==> src/rtl/apb_regfile_slave.sv <==
// APB3/APB4 completer exposing NUM_REGS read/write words plus a read-only STATUS
// word (write-commit count in [15:0], saturating error count in [31:16]).
module apb_regfile_slave #(
  parameter int NUM_REGS    = 8,
  parameter int WAIT_CYCLES = 1
) (
  input  logic        clk,
  input  logic        reset,
  input  logic        psel,
  input  logic        penable,
  input  logic        pwrite,
  input  logic [7:0]  paddr,
  input  logic [31:0] pwdata,
  input  logic [3:0]  pstrb,
  output logic [31:0] prdata,
  output logic        pready,
  output logic        pslverr
);

  // state  | meaning
  // IDLE   | waiting for a setup phase (psel=1, penable=0)
  // ACCESS | access phase; wait states while cnt>0, completes at cnt=0
  typedef enum logic {IDLE = 1'b0, ACCESS = 1'b1} state_t;

  localparam logic [5:0] STATUS_IDX = 6'(NUM_REGS);
  localparam logic [3:0] WAIT_LOAD  = 4'(WAIT_CYCLES);

  state_t      state, state_next;
  logic [3:0]  cnt, cnt_next;
  logic [31:0] regs [NUM_REGS];
  logic [15:0] wr_cnt, err_cnt;
  logic [5:0]  idx;
  logic        is_reg, is_status;
  logic        complete, err, wr_commit;
  logic [31:0] rd_data;
  logic        unused_addr_bits;

  assign idx              = paddr[7:2];
  assign is_reg           = idx < STATUS_IDX;
  assign is_status        = idx == STATUS_IDX;
  assign unused_addr_bits = ^paddr[1:0];

  always_ff @(posedge clk or posedge reset) begin
    if (reset) begin
      state <= IDLE;
      cnt   <= '0;
    end else begin
      state <= state_next;
      cnt   <= cnt_next;
    end
  end

  // Dropping psel mid-access abandons the transfer and leaves cnt untouched.
  always_comb begin
    state_next = state;
    cnt_next   = cnt;
    case (state)
      IDLE: begin
        if (psel && !penable) begin
          state_next = ACCESS;
          cnt_next   = WAIT_LOAD;
        end
      end
      ACCESS: begin
        if (!psel)
          state_next = IDLE;
        else if (cnt != 4'd0)
          cnt_next = cnt - 4'd1;
        else if (penable)
          state_next = IDLE;
      end
      default: state_next = IDLE;
    endcase
  end

  always_comb begin
    rd_data = '0;
    if (is_status)
      rd_data = {err_cnt, wr_cnt};
    for (int i = 0; i < NUM_REGS; i++)
      if (idx == 6'(i))
        rd_data = regs[i];
    complete  = (state == ACCESS) && (cnt == 4'd0) && psel && penable;
    err       = complete && (!(is_reg || is_status) || (pwrite && is_status));
    wr_commit = complete && pwrite && !err;
    pready    = complete;
    pslverr   = err;
    prdata    = (complete && !pwrite && !err) ? rd_data : '0;
  end

  // STATUS reads see the counters as they stood before this edge.
  always_ff @(posedge clk or posedge reset) begin
    if (reset) begin
      for (int i = 0; i < NUM_REGS; i++)
        regs[i] <= '0;
      wr_cnt  <= '0;
      err_cnt <= '0;
    end else begin
      if (wr_commit) begin
        wr_cnt <= wr_cnt + 16'd1;
        for (int i = 0; i < NUM_REGS; i++)
          if (idx == 6'(i))
            for (int b = 0; b < 4; b++)
              if (pstrb[b])
                regs[i][8*b +: 8] <= pwdata[8*b +: 8];
      end
      if (err && (err_cnt != 16'hFFFF))
        err_cnt <= err_cnt + 16'd1;
    end
  end

endmodule

==> config.mk <==
export PLATFORM = sky130hd
export DESIGN_NAME = apb_regfile_slave
export DESIGN_NICKNAME = d
export VERILOG_FILES = /design/src/rtl/apb_regfile_slave.sv
export SDC_FILE = /design/constraint.sdc
export NUM_CORES = 1
export LEC_CHECK = 0
export CAP_MARGIN = 5
export CORE_ASPECT_RATIO = 0.9
export CORE_MARGIN = 1.5
export CORE_UTILIZATION = 55
export DETAILED_ROUTE_END_ITERATION = 8
export PLACE_DENSITY = 0.74
export REMOVE_ABC_BUFFERS = 1
export SLEW_MARGIN = 10
export SYNTH_ARGS = -nofsm -noshare
export SYNTH_HDL_FRONTEND = slang
export SYNTH_SLANG_ARGS = --single-unit
==> constraint.sdc <==
create_clock -name clk -period 10.65 [get_ports clk]
set_input_delay 1.5975 -clock clk [delete_from_list [all_inputs] [get_ports clk]]
set_output_delay 1.5975 -clock clk [all_outputs]
set_load 0.005 [all_outputs]
==> impl_metrics.toml <==
[status]
status = "complete, no violations"

[grt]
met3_usage_pct = 4.84
grt_pass1_wl_mm = 57.0
grt_use_met1_pct = 40.1
busiest_layer = "met2"
grt_remaining_overflow = 0
grt_max_degree = 151
grt_pass1_vias = 9954
antenna_found_initial = 0
use_met2_pct = 43.8
grt_usage_pct = 28.3

[critical_path]
cp-end-kind = "primary output"
r2r_setup_slack_ns = 7.57
worst_path_max_delay_cell = "nor4_4"
cp_slowest_stage_delay_ns = 0.98
start_kind = "primary input"
cp_max_fo = 20
crit_top_cell = "clkdlybuf4s50_1"
reg2reg_from = "cnt[0]"
path_class = "in -> out"
required_ns = 9.05
critPathArrivalTime_ns = 5.31
reg2reg_depth = 8
crit_chain = "clkdlybuf4s50_1, nor4_4, nand2_1, buf_4, o221a_2, o21ai_0, a21oi_1, clkdlybuf4s50_1"
r2r_end = "regs[25]"

[yosys]
synth_edf_count = 0
avgSynthCellArea_um2 = 12.6
async_flop_share_pct = 100
synthDistinctLibCells = 51
ys.flop_type = "dfrtp_1"
synth_area_mm2 = 0.0138
yosysSeqAreaShare_pct = 53.2
synthCells = 1097
synth_warnings = 0
ys_seq_elements = 293

[detailed_routing]
first_pass_iters = 5
vias = 9764
wl_per_cell_um = 23.3
drc = 0
drt_iter0_markers = 774
antenna_left = 0
wirelength_mm = 35.6
vias_per_cell = 6.39

[place]
io_buffers = 80
place_congestion = 0.849
hpwl_mm = 22.4
post-place-cells = 1474

[clock_tree]
ctsHoldBuffers = 0
clkTransAtPathRegs_ns = 0.06
htree_levels = 1
cts_made_buffers = 30
cts_buffer_depth = 3
cts_sinks = 293
post_cts_resized = 0
tritoncts = "yes"
cts-root-buf = "clkbuf_16"
post_cts_buffers = 0
insertion_delay_ns = 0.56

[layout]
final_nets = 1222
layout_commonest_cell = "dfrtp_1"
fillers = 1923
drive_gt1_share_pct = 31.9
final_cell_mix = "293 x dfrtp_1, 256 x mux2_2, 80 x clkdlybuf4s50_1"
fin_cells = 1529
syn_to_final_growth_pct = 16.1
diodes = 0

[worst_hold_path]
hold_end = "wr_cnt[15]"
worstHoldStart = "wr_cnt[15]"
holdCritPathClass = "reg -> reg"
min_delay_path_depth = 1

[floorplan]
die_x_um = 170
die-area_mm2 = 0.0260
placement_rows = 54
chipHeight_um = 153
core_mm2 = 0.0245
initial_utilization_pct = 56.4
pin_count = 83

[pwr]
cellLeakagePower_nw = 7.19
power.density_mw_per_mm2 = 147
ir_drop_mv = 0.105
total_power_w = 0.00235

[sta]
max_freq_mhz = 145
fin_skew_ns = 0.0107
rsz0062_at_grt = "no"
setup-tns-final_ns = 0
slew_viol_final = 0
worst_pin_slew_ns = 1.07
fin_crit_sh_pct = 64.9
setup_violations = 0
finalHoldViolations = 0
relSlewSlack_pct = 28.0
period_needed_ns = 6.91

[flow_run]
drv_cap = 0
==> synth_stat cells (19+ instances only) <==
cell        n  share of area, %
a221oi_1   40               2.5
a21oi_1    54               2.0
o21ai_0    53               1.9
and3_1     32               1.5
nor2_2     23               1.0
dfrtp_1   293                53
o221ai_1   33               2.1
nand2_1    35              0.95
clkbuf_1   47               1.3
a21o_1     22               1.2
nand3_1    19              0.69
mux2_2    256                21
xnor2_1    25               1.6
==> power breakdown <==
group / switching (W) / internal [W]
registers: 0.0000124 / 0.00112
clock network: 0.000434 / 0.000652
logic: 0.0000798 / 0.0000422
==> critical path: cells and delay by family <==
family | cells | cell delay, ns
buf+inv | 3 | 1.54
simple gates | 2 | 1.70
compound gates | 3 | 0.47
==> logic make-up after synthesis <==
group / share of synthesized area (%)
flip-flops: 53.2
multiplexers: 21.2
AO/OA/AOI/OAI: 13.2
AND/OR/NAND/NOR: 8.30
buffers and inverters: 1.98
XOR/XNOR: 1.91
adder cells (fa/ha/maj): 0.272
==> layer usage <==
layer / part of all wire [%] / up-vias
met5: 0 / -
met4: 3.9 / 0
met3: 6.3 / 82
met2: 45 / 318
met1: 45 / 5044
li1: - / 4320
==> stage by stage <==
stage	utilization (%)	setup WS, ns	hold WS (ns)	instance area, um^2
final	65.4	3.74	0.470	16000
after floorplan	-	0.962	0.438	13600
after global placement	61.2	3.84	0.458	15000
after detailed placement	61.2	3.83	0.457	15000
after CTS	65.4	3.80	0.470	16000
after global routing	65.4	3.59	0.504	16000
==> area by class of cell <==
type / instances / area [um^2] / area share, %
clock buffers: 45 / 898 / 5.61
clock inverters: 10 / 130 / 0.813
inverters: 10 / 45.0 / 0.281
multi-input cells: 735 / 6210 / 38.8
flip-flops and latches: 293 / 7330 / 45.8
well taps: 336 / 420 / 2.63
repair buffers: 100 / 963 / 6.02
==> worst max path at each step <==
| stage | startpoint | endpoint | slack, ns | cells past startpoint |
|---|---|---|---|---|
| after global routing | paddr[7] | prdata[14] | 3.59 | 8 |
| final | paddr[7] | prdata[14] | 3.74 | 8 |
| after global placement | paddr[7] | prdata[14] | 3.84 | 8 |
| after detailed placement | paddr[7] | prdata[14] | 3.83 | 8 |
| after floorplan | reset | cnt[0] | 0.96 | 1 |
| after CTS | paddr[7] | prdata[14] | 3.80 | 8 |
==> state kept, by name, indices dropped and copies added, names as in the netlist <==
signal	count
cnt	4
err_cnt	16
regs	256
state	1
wr_cnt	16
Power figures use the tool's default switching activity.
